<file path="src/rtl/lcd_refresh_ctrl.sv">
// HD44780 2x16 refresh controller: owns the 32-byte display buffer, initialises the
// panel in 8-bit write-only mode and streams the buffer to it frame after frame.
module lcd_refresh_ctrl #(
  parameter int unsigned POWERUP_CYCLES = 600000,
  parameter int unsigned EN_CYCLES      = 12,
  parameter int unsigned CMD_CYCLES     = 600,
  parameter int unsigned CLEAR_CYCLES   = 25000,
  parameter int unsigned REFRESH_CYCLES = 1200000
) (
  input  logic       clk,
  input  logic       rst,
  input  logic [7:0] wr_dat,
  input  logic [4:0] wr_addr,
  input  logic       wr_en,
  output logic       update,
  output logic       ready,
  output logic       lcd_rs,
  output logic       lcd_rw,
  output logic       lcd_e,
  output logic [7:0] lcd_db
);

  function automatic int unsigned max2(input int unsigned a, input int unsigned b);
    return (a > b) ? a : b;
  endfunction

  localparam int unsigned MAX_P = max2(max2(max2(POWERUP_CYCLES, EN_CYCLES),
                                            max2(CMD_CYCLES, CLEAR_CYCLES)), REFRESH_CYCLES);
  localparam int unsigned CW = $clog2(MAX_P + 1);

  localparam logic [CW-1:0] PWR_LD   = CW'(POWERUP_CYCLES - 1);
  localparam logic [CW-1:0] EN_LD    = CW'(EN_CYCLES - 1);
  localparam logic [CW-1:0] CMD_LD   = CW'(CMD_CYCLES - 1);
  localparam logic [CW-1:0] CLEAR_LD = CW'(CLEAR_CYCLES - 1);
  localparam logic [CW-1:0] REF_LD   = CW'(REFRESH_CYCLES - 1);
  localparam logic [CW-1:0] CNT_ONE  = CW'(1);
  localparam logic [CW-1:0] CNT_ZERO = CW'(0);

  typedef enum logic [2:0] {
    S_PWR     = 3'd0,
    S_SETUP   = 3'd1,
    S_EN      = 3'd2,
    S_HOLD    = 3'd3,
    S_REFRESH = 3'd4
  } state_t;

  // Buffer is deliberately outside the reset domain; it powers up as spaces.
  logic [7:0] mem_r [32] = '{default: 8'h20};

  state_t          state_r, state_nx_s;
  logic [CW-1:0]   cnt_r, cnt_nx_s;
  logic [5:0]      idx_r, idx_nx_s;
  logic            frame_r, frame_nx_s;
  logic            ready_set_s;
  logic            update_set_s;
  logic            rs_nx_s;
  logic [7:0]      db_nx_s;
  logic [4:0]      char_addr_s;

  assign lcd_rw = 1'b0;

  // buffer write port, open in every state including reset
  always_ff @(posedge clk) begin
    if (wr_en) begin
      mem_r[wr_addr] <= wr_dat;
    end
  end

  // next-state: phase sequencing, wait counters and byte index
  always_comb begin
    state_nx_s   = state_r;
    cnt_nx_s     = cnt_r;
    idx_nx_s     = idx_r;
    frame_nx_s   = frame_r;
    ready_set_s  = 1'b0;
    update_set_s = 1'b0;
    case (state_r)
      S_PWR: begin
        if (cnt_r == CNT_ZERO) begin
          state_nx_s = S_SETUP;
          idx_nx_s   = 6'd0;
          frame_nx_s = 1'b0;
        end else begin
          cnt_nx_s = cnt_r - CNT_ONE;
        end
      end
      S_SETUP: begin
        state_nx_s = S_EN;
        cnt_nx_s   = EN_LD;
      end
      S_EN: begin
        if (cnt_r == CNT_ZERO) begin
          state_nx_s = S_HOLD;
          // the clear command needs the long execution wait
          if (!lcd_rs && (lcd_db == 8'h01)) begin
            cnt_nx_s = CLEAR_LD;
          end else begin
            cnt_nx_s = CMD_LD;
          end
        end else begin
          cnt_nx_s = cnt_r - CNT_ONE;
        end
      end
      S_HOLD: begin
        if (cnt_r != CNT_ZERO) begin
          cnt_nx_s = cnt_r - CNT_ONE;
        end else if (!frame_r) begin
          state_nx_s = S_SETUP;
          if (idx_r == 6'd5) begin
            frame_nx_s  = 1'b1;
            idx_nx_s    = 6'd0;
            ready_set_s = 1'b1;
          end else begin
            idx_nx_s = idx_r + 6'd1;
          end
        end else if (idx_r == 6'd33) begin
          state_nx_s   = S_REFRESH;
          cnt_nx_s     = REF_LD;
          update_set_s = 1'b1;
        end else begin
          state_nx_s = S_SETUP;
          idx_nx_s   = idx_r + 6'd1;
        end
      end
      S_REFRESH: begin
        if (cnt_r == CNT_ZERO) begin
          state_nx_s = S_SETUP;
          idx_nx_s   = 6'd0;
        end else begin
          cnt_nx_s = cnt_r - CNT_ONE;
        end
      end
      default: begin
        state_nx_s = S_PWR;
        cnt_nx_s   = PWR_LD;
        idx_nx_s   = 6'd0;
        frame_nx_s = 1'b0;
      end
    endcase
  end

  // byte to present at the upcoming SETUP: init command, DDRAM address or buffer char
  always_comb begin
    rs_nx_s     = 1'b0;
    db_nx_s     = 8'h00;
    char_addr_s = 5'd0;
    if (idx_nx_s <= 6'd16) begin
      char_addr_s = 5'(idx_nx_s - 6'd1);
    end else begin
      char_addr_s = 5'(idx_nx_s - 6'd2);
    end
    if (!frame_nx_s) begin
      case (idx_nx_s)
        6'd0, 6'd1, 6'd2: db_nx_s = 8'h38;
        6'd3:             db_nx_s = 8'h0C;
        6'd4:             db_nx_s = 8'h01;
        6'd5:             db_nx_s = 8'h06;
        default:          db_nx_s = 8'h00;
      endcase
    end else if (idx_nx_s == 6'd0) begin
      db_nx_s = 8'h80;
    end else if (idx_nx_s == 6'd17) begin
      db_nx_s = 8'hC0;
    end else begin
      rs_nx_s = 1'b1;
      db_nx_s = mem_r[char_addr_s];
    end
  end

  // state and registered panel outputs; buffer read is captured on entry to SETUP
  always_ff @(posedge clk or posedge rst) begin
    if (rst) begin
      state_r <= S_PWR;
      cnt_r   <= PWR_LD;
      idx_r   <= 6'd0;
      frame_r <= 1'b0;
      lcd_e   <= 1'b0;
      lcd_rs  <= 1'b0;
      lcd_db  <= 8'h00;
      ready   <= 1'b0;
      update  <= 1'b0;
    end else begin
      state_r <= state_nx_s;
      cnt_r   <= cnt_nx_s;
      idx_r   <= idx_nx_s;
      frame_r <= frame_nx_s;
      lcd_e   <= (state_nx_s == S_EN);
      update  <= update_set_s;
      if (ready_set_s) begin
        ready <= 1'b1;
      end
      if (state_nx_s == S_SETUP) begin
        lcd_rs <= rs_nx_s;
        lcd_db <= db_nx_s;
      end
    end
  end

endmodule

</file>
<file path="config.mk">
export PLATFORM = sky130hd
export DESIGN_NAME = lcd_refresh_ctrl
export DESIGN_NICKNAME = d
export VERILOG_FILES = /design/src/rtl/lcd_refresh_ctrl.sv
export SDC_FILE = /design/constraint.sdc
export NUM_CORES = 1
export LEC_CHECK = 0
export ABC_AREA = 0
export BUFFER_PORTS_ARGS = -buffer_cell sky130_fd_sc_hd__buf_2
export CORE_AREA = 4 4 166 168
export CTS_CLUSTER_SIZE = 10
export DETAILED_ROUTE_END_ITERATION = 8
export DIE_AREA = 0 0 170 172
export GPL_TIMING_DRIVEN = 0
export PLACE_DENSITY = 0.67
export SYNTH_ARGS = -nofsm -noshare
export SYNTH_HDL_FRONTEND = slang
export SYNTH_SLANG_ARGS = --single-unit
</file>
<file path="constraint.sdc">
create_clock -name clk -period 3.9 [get_ports clk]
set_input_delay 0.195 -clock clk [delete_from_list [all_inputs] [get_ports clk]]
set_output_delay 0.195 -clock clk [all_outputs]
set_load 0.005 [all_outputs]
</file>
==> impl_metrics.yaml <==
setup_path:
  endpoint: "lcd_db[2]"
  required_ps: 4340
  worst_setup_path_end_kind: "register"
  worstPathMaxFanout: 6
  criticalPathCategory: "reg2reg"
  critPathLaunchType: "register"
  cp.arrival_ps: 4840
  rrSetupSlack_ps: -500
  r2r-start: "cnt_r[10]"
  r2r_cells: 16
  r2r_end: "lcd_db[2]"
  startpoint: "cnt_r[10]"
clock_network:
  clk-insertion-delay-late_ps: 520
  cts_tree: "yes"
  numCtsBuffers: 36
  cts_root_buffer: "clkbuf_16"
  clockBufferDepth: 3
  path_clk_slew_ps: 60
  cts_sinks: 299
  htreeDepth: 2
logic_synthesis:
  synth_area_leader_cell: "edfxtp_1"
  synth_area_leaders: "edfxtp_1 58%, dfrtp_1 5.7%, nand2_1 5.6%"
  synth_seq_cells: 299
  ys_async_sr_fraction_pct: 14.38
  synthCells: 1051
  synth_fp_nets: 1077
  synth_cell_types: 80
  ys.warnings.count: 0
  avgSynthCellArea_um2: 12.54
  synth_top_area_share_pct: 58.31
  synth_edf_count: 256
  yosysSeqAreaShare_pct: 66.59
  synth.cell_area_mm2: 0.01318
  synth_ff_type: "edfxtp_1"
pwr:
  total_power_mw: 6.521
  swShare_pct: 20.43
  pwr-share-seq_pct: 54.0
  p_sw_mw: 1.332
  p_int_mw: 5.188
  power_frac_clock_pct: 44.3
  power.density_mw_per_mm2: 397.4
  p_leak_nw: 5.921
  peakVddDrop_mv: 0.3833
  combPwrFrac_pct: 1.7
die:
  core_area_mm2: 0.02591
  start_util_pct: 50.88
  num_io_pins: 29
  die_area_mm2: 0.02924
  die_w_um: 170
  dieHeight_um: 172
  row_count: 59
global_routing:
  track_usage_pct: 26.92
  grt_util_met2_pct: 43.45
  first_global_vias: 9432
  grtUsageMet1_pct: 36.49
  grt_overflow: 0
  grt_pass1_wl_mm: 58.40
  grt_antenna_before_repair: 1
  gr-max-usage-layer: "met2"
  met3_usage_pct: 5.167
  grt_max_degree: 33
route:
  via_per_inst: 6.421
  wl_per_cell_um: 26.44
  dr.pass1.iters: 6
  drc_errors: 0
  detail-route-antenna-nets: 0
  drt_wl_total_mm: 40.43
  drtIter0Drc: 1240
  num_vias: 9817
final_layout:
  layout_common_cells: "256 x edfxtp_1, 190 x nand2_1, 76 x nor2_1"
  area_growth_pct: 24.45
  fin_cells: 1529
  diodes: 0
  final_net_count: 1212
  multi_input_area_mm2: 0.004856
  nFillCells: 1889
  drive_gt1_share_pct: 26.30
  ff_latch_area_mm2: 0.008781
  final_common_cell: "edfxtp_1"
sta:
  relSlewSlack_pct: 28.05
  finalCriticalPeriod_ps: 4395
  drv_slew: 0
  finClkSkew_ps: 15.25
  holdWs_ps: 198.1
  rsz0062_at_grt: "true"
  setup_viol_count_final: 8
  worst_slew_pin_slew_ps: 1072
  finalCritPeriodShare_pct: 112.7
  clock.fmax_mhz: 227.5
  hold_viol: 0
  setup_ws_ps: -495.1
place:
  place_ws_ps: -1454
  dpl.hpwl_mm: 23.95
  port_buffers: 27
  dpl.cell_count: 1414
  gp_congestion: 0.9225
outcome:
  violations: "setup timing"
  status: "finished with violations"
hold_path:
  hp-class: "in2async"
flow_run:
  cap_violations: 0
==> power by group through the flow <==
stage / clock network [mW] / logic [mW] / registers, mW
global route: 3.03 / 0.120 / 3.52
global placement: 0 / 0.101 / 3.58
finish: 2.89 / 0.113 / 3.52
CTS: 2.88 / 0.109 / 3.52
floorplan: 0 / 0.0335 / 3.58
detailed placement: 0 / 0.107 / 3.58
==> state kept, by name, indices dropped and copies added (netlist names) <==
name     count
mem_r      256
cnt_r       21
lcd_db       8
idx_r        6
state_r      3
frame_r      1
lcd_e        1
lcd_rs       1
ready        1
update       1
==> worst max-delay path: stages (launching register included) <==
cell and delay, ps:
dfstp_2 370, or4_4 560, a211o_1 260, o21a_1 200, o31ai_2 260, buf_4 180
ha_4 130, nand2_2 40, and4b_2 350, o211ai_4 100, buf_12 170, o21ai_4 290
xor2_4 210, nand2_1 370, a31oi_1 80, or4_4 600, o21ai_2 130
==> per-stage QoR <==
step	util, %	area [um2]	setup TNS, ps
floorplan	-	13260	-688.5
global placement	53.31	13810	-11200
detailed placement	53.39	13830	-10540
CTS	61.25	15870	-3386
global route	63.32	16410	-4449
finish	63.32	16410	-3652
==> layer usage <==
| layer | wire length (um) | vias up |
|---|---|---|
| met5 | 14 | - |
| met4 | 1774 | 2 |
| met3 | 4207 | 132 |
| met2 | 18940 | 629 |
| met1 | 15490 | 4847 |
| li1 | - | 4207 |
==> worst min-delay path by stage <==
| stage | slack [ps] | cells after the start | endpoint |
|---|---|---|---|
| finish | 200 | 3 | idx_r[1] |
| global route | 230 | 3 | cnt_r[15] |
| CTS | 200 | 3 | cnt_r[20] |
| detailed placement | 180 | 2 | cnt_r[12] |
| global placement | 460 | 1 | ready |
| floorplan | 290 | 0 | mem_r[0][0] |
==> repair_timing <==
| item | in CTS | in global routing |
|---|---|---|
| buffers inserted | 45 | 24 |
| pin swaps | 32 | 46 |
| gates cloned | 3 | 1 |
| endpoints found under the setup margin | 8 | 8 |
| endpoints found under the hold margin | 34 | 0 |
| hold buffers | 1 | 0 |
| gates resized for setup | 136 | 68 |
==> kinds of logic (layout without fill, tap and decap cells) <==
logic type / after synthesis / after routing / synth area share (%)
and+or+nand+nor: 420 / 420 / 14.57
DFF: 299 / 299 / 66.59
AOI/OAI and AO/OA: 183 / 185 / 9.652
buffers and inverters: 67 / 208 / 2.401
muxes: 50 / 50 / 4.299
xor gates and xnor gates: 21 / 21 / 1.509
adders and majority gates: 10 / 10 / 0.9490
other: 1 / 1 / 0.02844
==> synthesized netlist by cell type (11+ instances only) <==
cell type,number
a21oi_1,49
mux2i_1,42
clkbuf_1,13
inv_1,13
edfxtp_1,256
o21ai_0,22
nand3_1,61
dfrtp_1,30
nor3_1,17
buf_2,27
nor2_1,80
a31oi_1,24
a221oi_1,11
a32oi_1,16
nand2_1,196
dfstp_2,13
==> cell type report <==
| cell class | count | area share, % |
|---|---|---|
| Sequential cell | 299 | 53.52 |
| Multi-Input combinational cell | 687 | 29.60 |
| Clock buffer | 41 | 5.605 |
| Timing Repair Buffer | 100 | 5.079 |
| Buffer | 47 | 3.066 |
| Tap cell | 335 | 2.555 |
| Inverter | 15 | 0.3508 |
| Clock inverter | 5 | 0.2288 |
Power figures use the tool's default switching activity.
